[config.mk]
export PLATFORM = sky130hd
export DESIGN_NAME = sobel_3x3
export DESIGN_NICKNAME = d
export VERILOG_FILES = /design/src/rtl/sobel_3x3.sv
export SDC_FILE = /design/constraint.sdc
export NUM_CORES = 1
export LEC_CHECK = 0
export ABC_CLOCK_PERIOD_IN_PS = 5300
export BUFFER_PORTS_ARGS = -buffer_cell sky130_fd_sc_hd__buf_4
export CAP_MARGIN = 30
export CORE_MARGIN = 2
export CORE_UTILIZATION = 41
export DETAILED_ROUTE_END_ITERATION = 10
export SKIP_CTS_REPAIR_TIMING = 1
export SLEW_MARGIN = 5
export SYNTH_ARGS = -nofsm -noshare
export SYNTH_HDL_FRONTEND = slang
export SYNTH_SLANG_ARGS = --single-unit
[constraint.sdc]
create_clock -name clk -period 5.3 [get_ports clk]
set_clock_uncertainty 0.1 [all_clocks]
set_input_delay 0.53 -clock clk [delete_from_list [all_inputs] [get_ports clk]]
set_output_delay 0.53 -clock clk [all_outputs]
set_load 0.01 [all_outputs]
[src/rtl/sobel_3x3.sv]
// Streaming 3x3 Sobel edge detector: column window, Gx/Gy stage, |Gx|+|Gy| stage.
// Optional binarized output when SOBEL_THRESHOLD_EN is defined (default build: saturated magnitude).
module sobel_3x3 #(
  parameter int COLORDEPTH  = 8,
  parameter int SCREENWIDTH = 1600,
  parameter int THRESHOLD   = 128
) (
  input  logic                       clk,
  input  logic                       rst_n,
  input  logic [2:0][COLORDEPTH-1:0] col_i,
  input  logic                       dv_i,
  input  logic                       line_end,
  output logic [COLORDEPTH-1:0]      edge_o,
  output logic                       dv_o
);

  localparam int GW = COLORDEPTH + 3;
  localparam logic [10:0] SAT_CNT = 11'(SCREENWIDTH);

  // The column counter is 11 bits wide, so the line length must fit in it.
  if (SCREENWIDTH > 2047 || SCREENWIDTH < 2 || THRESHOLD < 0) begin : g_bad_param
    $error("sobel_3x3: SCREENWIDTH must be 2..2047 and THRESHOLD non-negative");
  end

  logic [2:0][2:0][COLORDEPTH-1:0] win_q, win_d;
  logic [10:0]                     cnt_q, cnt_d;
  logic                            v1_q, v1_d;
  logic                            z1_q, z1_d;

  logic signed [GW-1:0]            gx_q, gx_d;
  logic signed [GW-1:0]            gy_q, gy_d;
  logic                            v2_q;
  logic                            z2_q;

  logic [COLORDEPTH-1:0]           edge_q, edge_d;
  logic                            dv_q;

  logic [GW-1:0]                   gx_abs, gy_abs, mag;
  logic [COLORDEPTH-1:0]           res;

  function automatic logic signed [GW-1:0] wide1(input logic [COLORDEPTH-1:0] p);
    return $signed({3'b000, p});
  endfunction

  function automatic logic signed [GW-1:0] wide2(input logic [COLORDEPTH-1:0] p);
    return $signed({2'b00, p, 1'b0});
  endfunction

  // S1: window shift/load. line_end clears state and drops a coincident pixel.
  always_comb begin
    win_d = win_q;
    cnt_d = cnt_q;
    v1_d  = 1'b0;
    z1_d  = z1_q;
    if (line_end) begin
      win_d = '0;
      cnt_d = '0;
    end else if (dv_i) begin
      for (int r = 0; r < 3; r++) begin
        win_d[r][0] = win_q[r][1];
        win_d[r][1] = win_q[r][2];
      end
      win_d[0][2] = col_i[2];
      win_d[1][2] = col_i[1];
      win_d[2][2] = col_i[0];
      if (cnt_q != SAT_CNT) begin
        cnt_d = cnt_q + 11'd1;
      end
      v1_d = 1'b1;
      z1_d = (cnt_q < 11'd2);
    end
  end

  always_comb begin
    gx_d = wide1(win_q[0][2]) + wide2(win_q[1][2]) + wide1(win_q[2][2])
         - wide1(win_q[0][0]) - wide2(win_q[1][0]) - wide1(win_q[2][0]);
    gy_d = wide1(win_q[2][0]) + wide2(win_q[2][1]) + wide1(win_q[2][2])
         - wide1(win_q[0][0]) - wide2(win_q[0][1]) - wide1(win_q[0][2]);
  end

  // S3: magnitude, then either saturation or thresholding.
  always_comb begin
    gx_abs = gx_q[GW-1] ? GW'(-gx_q) : GW'(gx_q);
    gy_abs = gy_q[GW-1] ? GW'(-gy_q) : GW'(gy_q);
    mag    = gx_abs + gy_abs;
`ifdef SOBEL_THRESHOLD_EN
    res = (mag >= GW'(THRESHOLD)) ? '1 : '0;
`else
    res = (|mag[GW-1:COLORDEPTH]) ? '1 : mag[COLORDEPTH-1:0];
`endif
    edge_d = edge_q;
    if (v2_q) begin
      edge_d = z2_q ? '0 : res;
    end
  end

  always_ff @(posedge clk or negedge rst_n) begin
    if (!rst_n) begin
      win_q  <= '0;
      cnt_q  <= '0;
      v1_q   <= 1'b0;
      z1_q   <= 1'b0;
      gx_q   <= '0;
      gy_q   <= '0;
      v2_q   <= 1'b0;
      z2_q   <= 1'b0;
      edge_q <= '0;
      dv_q   <= 1'b0;
    end else begin
      win_q <= win_d;
      cnt_q <= cnt_d;
      v1_q  <= v1_d;
      z1_q  <= z1_d;
      // Stage 2 is not touched by line_end, so results already in flight complete.
      if (v1_q) begin
        gx_q <= gx_d;
        gy_q <= gy_d;
        z2_q <= z1_q;
      end
      v2_q   <= v1_q;
      edge_q <= edge_d;
      dv_q   <= v2_q;
    end
  end

  assign edge_o = edge_q;
  assign dv_o   = dv_q;

endmodule
Word-level counts from Yosys, hierarchy flattened

Cells that the tools add are included.
Widths: inputs -> output; s select.

Flip-flop bits (word level): 118
Input port bits: 28
Output and inout bits: 9
Word-level logic and storage cells: 51

Add/sub/neg operators: 14
$lt $le $gt $ge: 1
Eq/ne operators: 1
Multiplexer cells: 11
Bitwise logic cells: 1
Reduce and logical (&&, ||, !) cells: 5

Operator list:

| cell                  | number |
|---|---|
| $mux 72               | 2 |
| $mux 11               | 5 |
| $sub 11x9->11         | 4 |
| $add 10x8->11         | 2 |
| $neg 11->11           | 2 |
| $sub 11x10->11        | 2 |
| $add 8x9->10          | 2 |
| $mux 8                | 2 |
| $add 11x1->11 const B | 1 |
| $add 11x11->11        | 1 |
| $lt 11x2->1 const B   | 1 |
| $ne 11x11->1 const B  | 1 |
| $reduce_and 2->1      | 2 |
| $reduce_bool 2->1     | 2 |
| $reduce_or 3->1       | 1 |
| $mux 1                | 2 |
| $not 1->1             | 1 |

Depth between registers and ports, before layout

Gate-level depths: netlist of the first run.

Depth in word-level cells: 6
Mapped depth: 16
Mapped depth without buffers: 16

Least setup slack after synthesis of the first run

No wires, ideal clock.

Path kind: reg2reg
From: register win_q[18] (netlist name)
To: register gx_q[8]
Library setup time: 0.071 ns
Arrival: 3.602 ns
Required time: 5.129 ns
Path slack: 1.527 ns
Stages on the path, launching flop included: 15
Path buffers: 0
Period minus slack after synthesis: 3.773 ns
Cell sequence: dfrtp_1 inv_1 fa_1 inv_1 fa_1 inv_1 fa_1 inv_1 ha_1 a21o_1 a21oi_1 o21ai_1 a211o_1 a2111o_1 nand4_1

Cells in the longest elaborated chain, start to end: 5

Ends and longest elaborated chain:

| item                   | RTL line | source |
|---|---|---|
| start, declared        | 25       | `logic [2:0][2:0][COLORDEPTH-1:0] win_q, win_d;` |
| start signal, assigned | 110      | `win_q <= win_d;` |
| $add 8x9->10           | 75       | `gx_d = wide1(win_q[0][2]) + wide2(win_q[1][2]) + wide1(win_q[2][2])` |
| $add 10x8->11          | 75       |  |
| $sub 11x9->11          | 76       | `- wide1(win_q[0][0]) - wide2(win_q[1][0]) - wide1(win_q[2][0]);` |
| $sub 11x10->11         | 76       |  |
| $sub 11x9->11          | 76       |  |
| end signal, assigned   | 116      | `gx_q <= gx_d;` |
| end, declared          | 30       | `logic signed [GW-1:0] gx_q, gx_d;` |

No other way between the ends.
A chain may end at the register's enable or synchronous reset.

Worst setup path after layout of the first run

From: register win_q[18] (netlist name)
To: register gy_q[8]

Cells in the longest elaborated chain, start to end: 1

Ends and longest elaborated chain:

| item                 | RTL line | source |
|---|---|---|
| $sub 11x9->11        | 78       | `- wide1(win_q[0][0]) - wide2(win_q[0][1]) - wide1(win_q[0][2]);` |
| end signal, assigned | 117      | `gy_q <= gy_d;` |
| end, declared        | 31       | `logic signed [GW-1:0] gy_q, gy_d;` |

No other way between the ends.

==> results.txt, run 1 <==
The first global-routing pass estimated 26770 um of wire. The signal on the critical path passes through inv_1, fa_1, fa_1, inv_1, fa_1, inv_1, ha_1, a21o_1, a21oi_1, o21ai_1, a211o_1, a2111o_1, nand3_1. The initial core utilization is 41.83%. The run gives 0 as the number of max-cap violations.

From synthesis to final layout, the design area changed by 15.05%. The run gives 87 as the maximum number of pins on one net before global-route repair. For the number of diodes, the log shows 0.

The class of the worst hold path was input pin to flop. The via total after detailed routing was 5456; the total number of cells along the worst setup path was 13. The run finished with clean final reports.

The number of buffers and inverters on the critical path is 3. Setup violations remaining at the end of the flow were counted as 0. For the number of buffers created by CTS, the log shows 17.

TritonCTS built the clock tree. The floorplan step defined a core boundary enclosing 19460 um2. The tools report the combinational share of power as 43.6%. The tree is rooted in a sky130_fd_sc_hd__clkbuf_16.

Row generation in the floorplan step produced 51 rows. Leaving out fill and tap cells, the most frequent cells in the layout are sky130_fd_sc_hd__inv_1, sky130_fd_sc_hd__dfrtp_1, sky130_fd_sc_hd__nor2_1. The clock reaches the later pin of the worst-skew pair after 420 ps. Net switching is 36.80% of the power. The y dimension of the die is 144.9 um. The run gives 950 as the number of nets produced by synthesis. The slew at the pin with the worst max-slew slack is 929.1 ps, and the mean number of vias per cell is 4.820.

The reported net switching power is 1.637 mW. The mean routed wirelength per cell came out at 13.27 um. STA classifies the critical path startpoint as a flop. After synthesis, the share of flip-flops with an asynchronous set or reset is 100.0%.

The standard cell with the maximum stage delay on the critical path was sky130_fd_sc_hd__fa_1. The hold path depth is 3. After clock tree synthesis, the clock-pin slew on the worst setup and hold paths is 60 ps. The pre-antenna-repair detailed-routing pass consisted of 4 iterations. For the sequential power share, the log shows 26.7%.

37 I/O pins were placed. After technology mapping, the gate count stands at 821. The power per cell area works out to 474.9 nW/um2.

For the worst setup path, the data required time is 5550 ps. The post-route antenna net violation count was 0. The static power due to leakage came out at 4.412 nW.

The routed design could run at a clock period as short as 3975 ps. Data arrives at the worst endpoint at 4230 ps. The tools report the die area as 21000 um2. The hold violation count in the final report came out at 0. Counting along the longest clock path gives a buffer depth of 2.

Timing would allow up to 251.6 MHz. Routability-driven placement finished with a final weighted congestion of 0.7735. The fraction of layout cells with a size suffix above 1 was 9.919%; the overall power was 4.448 mW. The worst pin sits at a relative slew slack of 38.06%. STA classifies the critical path endpoint as a flop. After detailed routing, the total wire length is 15020 um. Once detailed placement completed, the half-perimeter wirelength came to 10730 um. The delay of the slowest critical-path stage works out to 580 ps. The quantity of I/O buffers inserted on ports was 36; the depth of the worst register-to-register path was 13. The number of slew-limit violations in the final report came out at 0. The library cell used most frequently in the layout, excluding fill and tap cells, is sky130_fd_sc_hd__inv_1.

The tools report the net count reported at finish as 983. Final sum of negative setup slack: 0 ps. Clock tree synthesis found a total of 118 sinks.

The via count of the first global-routing pass was 5522. The CTS H-tree depth was 4. Most instantiated flip-flop cell in the synthesis netlist: sky130_fd_sc_hd__dfrtp_1. The share of the Yosys chip area taken by registers is 36.27%. The part of the power in the clock network was 29.7%; the count of cell types in the netlist was 51. The average instance in the mapped netlist occupies 9.915 um2. The largest driver fanout on the critical path is 3, and the post-route clock period utilization is 75.00%. Summing every instance area after synthesis gives 8140 um2.

Post-detailed-route DRC marker count: 0. The critical path is of the flop to flop type. The tools report the worst voltage drop across the vdd grid as 0.2595 mV.

In this design, the largest share of critical-path delay is due to adder cells. The run gives 15.49% as the total global routing track utilization. The internal power of the cells totals 2.811 mW. Synthesis inferred 118 register bits. The logs give 0 for the synthesis warning total and 0 for the final global-route overflow total. From left edge to right edge, the die measures 144.9 um. The number of synthesized flops with an enable pin was 0. Setup repair after global routing left no endpoint under its margin. The number of antenna violations at the first check in global routing was 0. The run gives 227 as the number of DRC markers in iteration 0.
-- stage by stage --
stage               hold WS (ps)  util (%)  instance area, um2  setup slack [ps]  cells
finish                     253.8     48.12                9365              1325   1132
global route               244.4     48.12                9365              1049   1132
CTS                        174.5     47.93                9328              1301   1130
detailed placement         405.4     44.44                8650              1322   1098
global placement           398.2     44.44                8650              1350   1098
floorplan                  134.4         -                8140              1527    821
-- Yosys cell counts (all sizes together), types with 5 or more instances --
library cell / number / area share, %
xor2: 13 / 1.4
inv: 156 / 7.2
a21oi: 19 / 1.2
nand2b: 5 / 0.38
buf: 14 / 0.81
nand3: 8 / 0.55
nand4: 12 / 0.92
o21a: 6 / 0.55
dfrtp: 118 / 36
ha: 38 / 5.8
fa: 63 / 15
mux2: 8 / 1.1
nor2: 97 / 4.5
clkbuf: 13 / 0.60
o31ai: 8 / 0.74
or3: 6 / 0.46
o21ai: 35 / 2.2
nor4: 5 / 0.57
nor2b: 7 / 0.54
mux2i: 72 / 8.9
a31oi: 9 / 0.77
nand2: 33 / 1.5
a211o: 5 / 0.54
xnor2: 25 / 2.7
-- worst reg2reg max path, cell delays in order, from the launching register on --
cell	delay (ps)
sky130_fd_sc_hd__dfrtp_1	390
sky130_fd_sc_hd__inv_1	120
sky130_fd_sc_hd__fa_1	460
sky130_fd_sc_hd__fa_1	560
sky130_fd_sc_hd__inv_1	60
sky130_fd_sc_hd__fa_1	580
sky130_fd_sc_hd__inv_1	60
sky130_fd_sc_hd__ha_1	280
sky130_fd_sc_hd__a21o_1	180
sky130_fd_sc_hd__a21oi_1	210
sky130_fd_sc_hd__o21ai_1	120
sky130_fd_sc_hd__a211o_1	340
sky130_fd_sc_hd__a2111o_1	370
sky130_fd_sc_hd__nand3_1	80
-- power by group through the flow --
stage | Combinational [mW] | Sequential, mW | Clock [mW]
global placement | 1.95 | 1.20 | 0
detailed placement | 1.96 | 1.20 | 0
CTS | 1.97 | 1.19 | 1.35
floorplan | 1.61 | 1.16 | 0
global route | 2.22 | 1.21 | 1.40
finish | 1.94 | 1.19 | 1.32
-- flip-flops by register name, summed over array words and instances, names as in the netlist --
signal	flops
dv_o	1
win_q	72
cnt_q	11
edge_o	8
z2_q	1
v2_q	1
gy_q	11
gx_q	11
z1_q	1
v1_q	1
-- cells by family after synthesis --
| logic type | count (synthesis) | share of synthesized area [%] |
|---|---|---|
| compound gates | 107 | 8.423 |
| fa+ha+maj | 101 | 21.33 |
| buf+inv | 183 | 8.607 |
| mux | 80 | 9.960 |
| simple gates | 194 | 11.31 |
| flops | 118 | 36.27 |
| xor+xnor | 38 | 4.089 |
-- layer usage --
| layer | wire length (um) | GRT usage [%] | share of wire, % |
|---|---|---|---|
| met4 | 155 | 4.604 | 1.0 |
| met1 | 6951 | 20.44 | 46 |
| met2 | 7510 | 25.69 | 50 |
| met3 | 404 | 3.333 | 2.7 |
| met5 | 0 | 0 | 0 |
-- final cells by class --
class	count	area [um2]
inverters	156	585.6
flip-flops and latches	118	2953
multi-input cells	520	4487
repair buffers	41	330.3
clock buffers	17	425.4
well taps	265	331.6
clock inverters	15	252.7
fillers	1840	10100
-- path summary, 6_finish.rpt --
kind | start | endpoint | slack, ps
hold reg to reg | z2_q | z2_q | 410
setup / recovery | win_q[18] | gy_q[8] | 1320
hold / removal | col_i[4] | win_q[68] | 250
max in group asynchronous | rst_n | gx_q[2] | 3580
setup reg to reg | win_q[18] | gy_q[8] | 1320
min in group asynchronous | rst_n | win_q[24] | 350
No activity file was read; power rests on OpenSTA's default activity.
==> run 2: changes to the inputs <==
--- a/config.mk
+++ b/config.mk
@@ -5,7 +5,7 @@
 export SDC_FILE = /design/constraint.sdc
 export NUM_CORES = 1
 export LEC_CHECK = 0
-export ABC_CLOCK_PERIOD_IN_PS = 5300
+export ABC_CLOCK_PERIOD_IN_PS = 4000
 export BUFFER_PORTS_ARGS = -buffer_cell sky130_fd_sc_hd__buf_4
 export CAP_MARGIN = 30
 export CORE_MARGIN = 2
==> constraint.sdc (replaced) <==
create_clock -name clk -period 4 [get_ports clk]
set_clock_uncertainty 0.1 [all_clocks]
set_input_delay 0.4 -clock clk [delete_from_list [all_inputs] [get_ports clk]]
set_output_delay 0.4 -clock clk [all_outputs]
set_load 0.01 [all_outputs]
==> results.txt, run 2 (same netlist as run 1, synthesis figures left out) <==
The run finished with clean final reports. The CTS H-tree depth is 4 (unchanged). The largest driver fanout on the critical path was 3 (unchanged); the sink count of the clock tree was 118 (unchanged). Number of detailed-route iterations in the first pass: 6 (+2).

The instance count after placement with tap cells included is 1101 (+0.27%), and the total global routing track utilization is 15.71% (+0.23 points). The post-route antenna net violation count is 0 (unchanged), and the post-route clock period utilization is 94.80% (+20 points). The library cell used most frequently in the layout, excluding fill and tap cells, is sky130_fd_sc_hd__inv_1.

The number of core rows came out at 51 (unchanged). The library cells used most frequently in the layout, excluding fill and tap cells, are sky130_fd_sc_hd__inv_1, sky130_fd_sc_hd__dfrtp_1, sky130_fd_sc_hd__nor2_1. The run gives 210 ps (-1120 ps) as the minimum setup slack among reg-to-reg paths. Class of the worst hold path: input pin to flop. The via total after detailed routing was 5446 (-0.18%). The tools report the sink of the worst hold path as cnt_q[6]. The logs give 17 (unchanged) for the number of buffers created by CTS and 0 (unchanged) for the hold violation count in the final report. The final setup violation count came out at 0 (unchanged). The slew at the pin with the worst max-slew slack was 860.4 ps (-68.68 ps); the achievable clock frequency was 263.7 MHz (+4.8%). The depth of the worst register-to-register path is 14 (+1), and the die area is 21000 um2 (unchanged).

For the net count reported at finish, the log shows 986 (+0.31%). The quantity of I/O buffers inserted on ports came out at 36 (unchanged). The endpoint of the worst register-to-register path was gy_q[8].

The power per cell area works out to 621.5 nW/um2 (+31%). STA classifies the critical path startpoint as a flop. The tools report the startpoint of the worst-slack reg-to-reg timing path as win_q[66].

Ranked by flip-flop count, first place goes to win_q. The final global-route overflow total was 0 (unchanged); the overall power was 5.822 mW (+31%). The clock latency at the later pin of the worst-skew pair is 420 ps (about the same). Number of slew-limit violations in the final report: 0 (unchanged). The static power due to leakage was 4.425 nW (+0.28%); the maximum number of pins on one net before global-route repair was 82 (-5.7%).

The final critical path time including I/O delays and setup is 3792 ps (-183.1 ps), and the flip-flop count of the largest register, all copies and words added is 72 (unchanged). The via count of the first global-routing pass was 5648 (+2.3%); the area of the core was 19460 um2 (unchanged). The area added between synthesis and finish works out to 15.08% (about the same). The run gives 228 (+0.44%) as the number of DRC markers in iteration 0. The clock root buffer is sky130_fd_sc_hd__clkbuf_16. The fraction of layout cells with a size suffix above 1 works out to 10.46% (+0.54 points). The maximum root-to-sink buffer count was 2 (unchanged). Setup repair after global routing left no endpoint under its margin. The final instance count without filler cells was 1135 (+0.27%); the clock slew seen by the registers of the worst setup and hold paths was 60 ps (about the same).

TritonCTS built the clock tree. The y dimension of the die was 144.9 um (unchanged). For the count of boundary I/O pins, the log shows 37 (unchanged). The run gives 4250 ps (-1300 ps) as the endpoint required time on the critical path.

The data arrival time of the critical path is 4040 ps (-190 ps). The hold path depth was 2 (-1). For the number of antenna violations at the first check in global routing, the log shows 0 (unchanged). The critical path in this run is classified as flop to flop. The mean number of vias per cell works out to 4.798 (-0.45%).

The worst hold path begins at line_end. The worst-case headroom to the max-slew limit is 42.64% (+4.6 points). The tools report the worst voltage drop across the vdd grid as 0.3689 mV (+42%). The logs give 10950 um (+2.0%) for the final HPWL from detailed placement and 15130 um (+0.70%) for the wire length after detailed routing.

The number of diodes is 0 (unchanged). The tools report the endpoint type of the worst setup path as a flop. The routability-driven placement congestion ratio was 0.7962 (+2.9%).

The first-pass GRT wire length came out at 27210 um (+1.6%). The post-detailed-route DRC marker count was 0 (unchanged). The number of max-cap violations is 0 (unchanged), and the horizontal extent of the die is 144.9 um (unchanged). Mean routed wirelength per cell: 13.33 um (+0.43%). The initial core utilization is 41.83% (unchanged).
run 2: cell count changes in the layout (fill, tap and decap cells not counted), moves of 2 or more:
cell                         delta
sky130_fd_sc_hd__clkinvlp_4     -2
sky130_fd_sc_hd__inv_1          -2
sky130_fd_sc_hd__a21boi_1       +2
sky130_fd_sc_hd__clkbuf_1       +2
sky130_fd_sc_hd__buf_4          +2
sky130_fd_sc_hd__inv_2          +2
sky130_fd_sc_hd__a21oi_2        +2
sky130_fd_sc_hd__clkinv_2       +3
sky130_fd_sc_hd__a21boi_0       -2
sky130_fd_sc_hd__a21oi_1        -2
run 2: area by class of cell:
class	instances	area, um2
tap	265	331.6
clock inverter	13	205.2
sequential	118	2953
fill	1877	10090
multi-input combinational	520	4494
clock buffer	19	432.9
timing repair buffer	44	365.4
inverter	156	585.6
run 2: per-layer routing:
layer | track usage, % | up-vias | wire (um)
li1 | - | 2735 | -
met5 | 0 | - | 0
met1 | 21.08 | 2661 | 7215
met2 | 25.57 | 40 | 7479
met3 | 3.239 | 10 | 240
met4 | 5.099 | 0 | 191
run 2: how the worst max path moves through the flow:
stage                          from      end  slack, ps
after floorplan           win_q[18]  gx_q[8]        230
after global placement    win_q[18]  gy_q[8]         50
after detailed placement  win_q[18]  gy_q[8]         30
after CTS                 win_q[18]  gx_q[8]         -7
after global routing       win_q[9]  gy_q[8]       0.08
final                     win_q[66]  gy_q[8]        210
run 2: stage by stage:
stage               instance area, um2  TNS (ps)  util [%]  setup slack (ps)  hold WS [ps]
global route                      9368         0     48.13           0.07638         55.57
floorplan                         8140         0         -             227.3         4.409
detailed placement                8685         0     44.62             25.24         405.5
finish                            9368         0     48.13             207.9         79.10
global placement                  8685         0     44.62             51.20         397.8
CTS                               9323    -7.450     47.90            -7.450         36.29
run 2: worst max-delay path: stages, from the launching register on:
cell	delay (ps)
sky130_fd_sc_hd__dfrtp_1	390
sky130_fd_sc_hd__inv_1	100
sky130_fd_sc_hd__fa_1	490
sky130_fd_sc_hd__inv_1	50
sky130_fd_sc_hd__fa_1	490
sky130_fd_sc_hd__inv_1	50
sky130_fd_sc_hd__fa_1	530
sky130_fd_sc_hd__inv_1	60
sky130_fd_sc_hd__ha_1	280
sky130_fd_sc_hd__a21o_1	190
sky130_fd_sc_hd__a21oi_2	160
sky130_fd_sc_hd__o21ai_1	100
sky130_fd_sc_hd__a211o_1	300
sky130_fd_sc_hd__a2111o_1	370
sky130_fd_sc_hd__nand3_1	80
run 2: where the power goes:
group / internal [mW] / total, mW / leakage, nW / switching (mW)
logic: 1.19 / 2.59 / 2.57 / 1.40
registers: 1.37 / 1.57 / 1.55 / 0.205
clock network: 1.10 / 1.66 / 0.303 / 0.556
==> run 3: changes to the inputs <==
--- a/config.mk
+++ b/config.mk
@@ -11,6 +11,7 @@
 export CORE_MARGIN = 2
 export CORE_UTILIZATION = 41
 export DETAILED_ROUTE_END_ITERATION = 10
+export HOLD_SLACK_MARGIN = 0.12
 export SKIP_CTS_REPAIR_TIMING = 1
 export SLEW_MARGIN = 5
 export SYNTH_ARGS = -nofsm -noshare
==> results.txt, run 3 (same netlist as run 1, synthesis figures left out) <==
The flow ran to the end, and the final reports show no timing, DRC or antenna violations. The logs give 200 ps (about the same) for the minimum setup slack among reg-to-reg paths and 19460 um2 (unchanged) for the area of the core. TritonCTS built the clock tree.

The final HPWL from detailed placement is 10950 um (unchanged), and the quantity of I/O buffers inserted on ports is 36 (unchanged). The worst setup path is captured at a flop. For the sink count of the clock tree, the log shows 118 (unchanged). The count of boundary I/O pins came out at 37 (unchanged). The critical path goes through inv_1, fa_1, fa_1, inv_1, fa_1, inv_1, ha_1, a21o_1, a21oi_2, o21ai_1, a211o_1, a2111o_1, nand4_1. The clock slew seen by the registers of the worst setup and hold paths was 60 ps (about the same). The top cell types in the final layout, fill and taps aside, are sky130_fd_sc_hd__inv_1, sky130_fd_sc_hd__dfrtp_1, sky130_fd_sc_hd__nor2_1. The maximum root-to-sink buffer count was 2 (unchanged); the post-route antenna net violation count was 0 (unchanged).

In this run the worst setup path terminates at gx_q[8]. The die area came out at 21000 um2 (unchanged). Number of DRC markers in iteration 0: 230 (+0.88%).

The final critical path time including I/O delays and setup was 3797 ps (+4.538 ps). The family with the most delay on the worst path was adder cells. The number of core rows was 51 (unchanged). Via count of the first global-routing pass: 5648 (unchanged).

Relative to the synthesized area, the layout overhead comes to 15.32%. The worst register-to-register path begins at win_q[2]. The flip-flop count of the largest register, all copies and words added came out at 72 (unchanged). The final setup violation count came out at 0 (unchanged). The smallest hold slack is 124.6 ps (+45.55 ps). For this design, the slowest cell found on the critical path is sky130_fd_sc_hd__fa_1.

The CTS H-tree depth is 4 (unchanged). The clock root buffer was sky130_fd_sc_hd__clkbuf_16. The logs give 263.4 MHz (-0.12%) for the achievable clock frequency and 0.3698 mV (+0.25%) for the worst voltage drop across the vdd grid. The logs give 0 (unchanged) for the final global-route overflow total and 0 (unchanged) for the number of max-cap violations. The tools report the number of buffers created by CTS as 17 (unchanged). The number of diodes was 0 (unchanged). The instance count after placement with tap cells included is 1101 (unchanged). The run gives 3.666 mW (about the same) as the design internal power. For the number of slew-limit violations in the final report, the log shows 0 (unchanged).

The tools report the number of antenna violations at the first check in global routing as 0 (unchanged). The post-route clock period utilization came out at 94.91% (+0.11 points). The hold violation count in the final report is 0 (unchanged).

Setup repair after global routing left no endpoint under its margin. The total global routing track utilization is 15.71% (unchanged). The data arrival time of the critical path was 4040 ps (about the same); the power per cell area was 620.4 nW/um2 (-0.19%). The final sum of negative setup slack was 0 ps (unchanged); the wire length after detailed routing was 15110 um (about the same). The post-detailed-route DRC marker count is 0 (unchanged).

The run gives 28.5% (about the same) as the part of the power in the clock network. Endpoint of the worst register-to-register path: gx_q[8]. The startpoint kind of the worst setup timing path is a flop. The filler cell count was 1879 (+0.11%). Final instance count without filler cells: 1137 (+0.18%). The depth of the worst register-to-register path is 13 (-1), and the routability-driven placement congestion ratio is 0.7962 (unchanged).

Reported net switching power: 2.158 mW (about the same). win_q holds more flip-flops than any other register. The worst path buffer plus inverter count was 3 (-1); the static power due to leakage was 4.433 nW (+0.19%). The logs give 6 (unchanged) for the number of detailed-route iterations in the first pass and 5.824 mW (about the same) for the overall power. The worst-case headroom to the max-slew limit is 42.70% (+0.056 points), and the net count reported at finish is 988 (+0.20%).

The slew at the pin with the worst max-slew slack was 859.5 ps (-0.8460 ps); the maximum number of pins on one net before global-route repair was 82 (unchanged). The total number of cells along the worst setup path was 13 (-1). The switching share of power was 37.05% (about the same). The run gives 27.0% (about the same) as the sequential power share.

The fraction of layout cells with a size suffix above 1 was 10.44% (-0.024 points). The y dimension of the die was 144.9 um (unchanged); the delay of the slowest critical-path stage was 560 ps (+30 ps). Horizontal extent of the die: 144.9 um (unchanged).

The mean routed wirelength per cell came out at 13.29 um (-0.27%). For the combinational share of power, the log shows 44.5% (about the same). The run gives 420 ps (about the same) as the clock latency at the later pin of the worst-skew pair. Largest driver fanout on the critical path: 3 (unchanged). Via total after detailed routing: 5450 (+0.073%).

The tightest min-delay check is of the input pin to flop type. Mean number of vias per cell: 4.793 (-0.10%). For the endpoint required time on the critical path, the log shows 4250 ps (about the same). By startpoint and endpoint, the worst setup path is classified as flop to flop. The run gives 27210 um (unchanged) as the first-pass GRT wire length. In this run the worst setup path begins at win_q[2].

Leaving out fill and tap cells, the most frequent cell in the layout is sky130_fd_sc_hd__inv_1. The tools report the initial core utilization as 41.83% (unchanged).
-- run 3: worst min-delay path by stage --
stage | start | slack (ps) | cells past startpoint | end
detailed placement | z1_q | 410 | 1 | z2_q
global route | col_i[5] | 130 | 3 | win_q[69]
global placement | z1_q | 400 | 1 | z2_q
CTS | rst_n | 40 | 1 | win_q[40]
finish | col_i[5] | 120 | 3 | win_q[69]
floorplan | rst_n | 4 | 0 | cnt_q[0]
-- run 3: power by group through the flow --
stage / combinational (mW) / clock (mW) / sequential, mW
5_1_grt: 2.97 / 1.76 / 1.60
2_1_floorplan: 2.13 / 0 / 1.54
4_1_cts: 2.61 / 1.70 / 1.58
3_5_place_dp: 2.59 / 0 / 1.59
6_report: 2.59 / 1.66 / 1.57
3_3_place_gp: 2.58 / 0 / 1.59
-- run 3: cell type report --
type                    count  area (um2)  share of cell area [%]
multi-input cells         520        4494                   47.87
flip-flops and latches    118        2953                   31.45
clock inverters            13       205.2                   2.186
inverters                 156       585.6                   6.238
clock buffers              19       432.9                   4.611
well taps                 265       331.6                   3.532
repair buffers             46       385.4                   4.105
-- run 3: worst min-delay path: stages --
cell	delay (ps)
sky130_fd_sc_hd__buf_4	80
sky130_fd_sc_hd__mux2i_1	50
sky130_fd_sc_hd__nor2_1	70
-- run 3: stage by stage --
step	util [%]	area [um2]	worst slack [ps]
2_1_floorplan	-	8140	227.3
3_3_place_gp	44.62	8685	51.20
3_5_place_dp	44.62	8685	25.24
4_1_cts	47.90	9323	-7.450
5_1_grt	48.24	9388	0.07638
6_report	48.24	9388	203.4
-- run 3: per-layer routing --
metal  global-route usage (%)  up-vias  wire, um
li1                         -     2735         -
met1                    21.08     2661      7162
met2                    25.57       44      7499
met3                    3.239       10       260
met4                    5.099        0       191
met5                        0        -         0
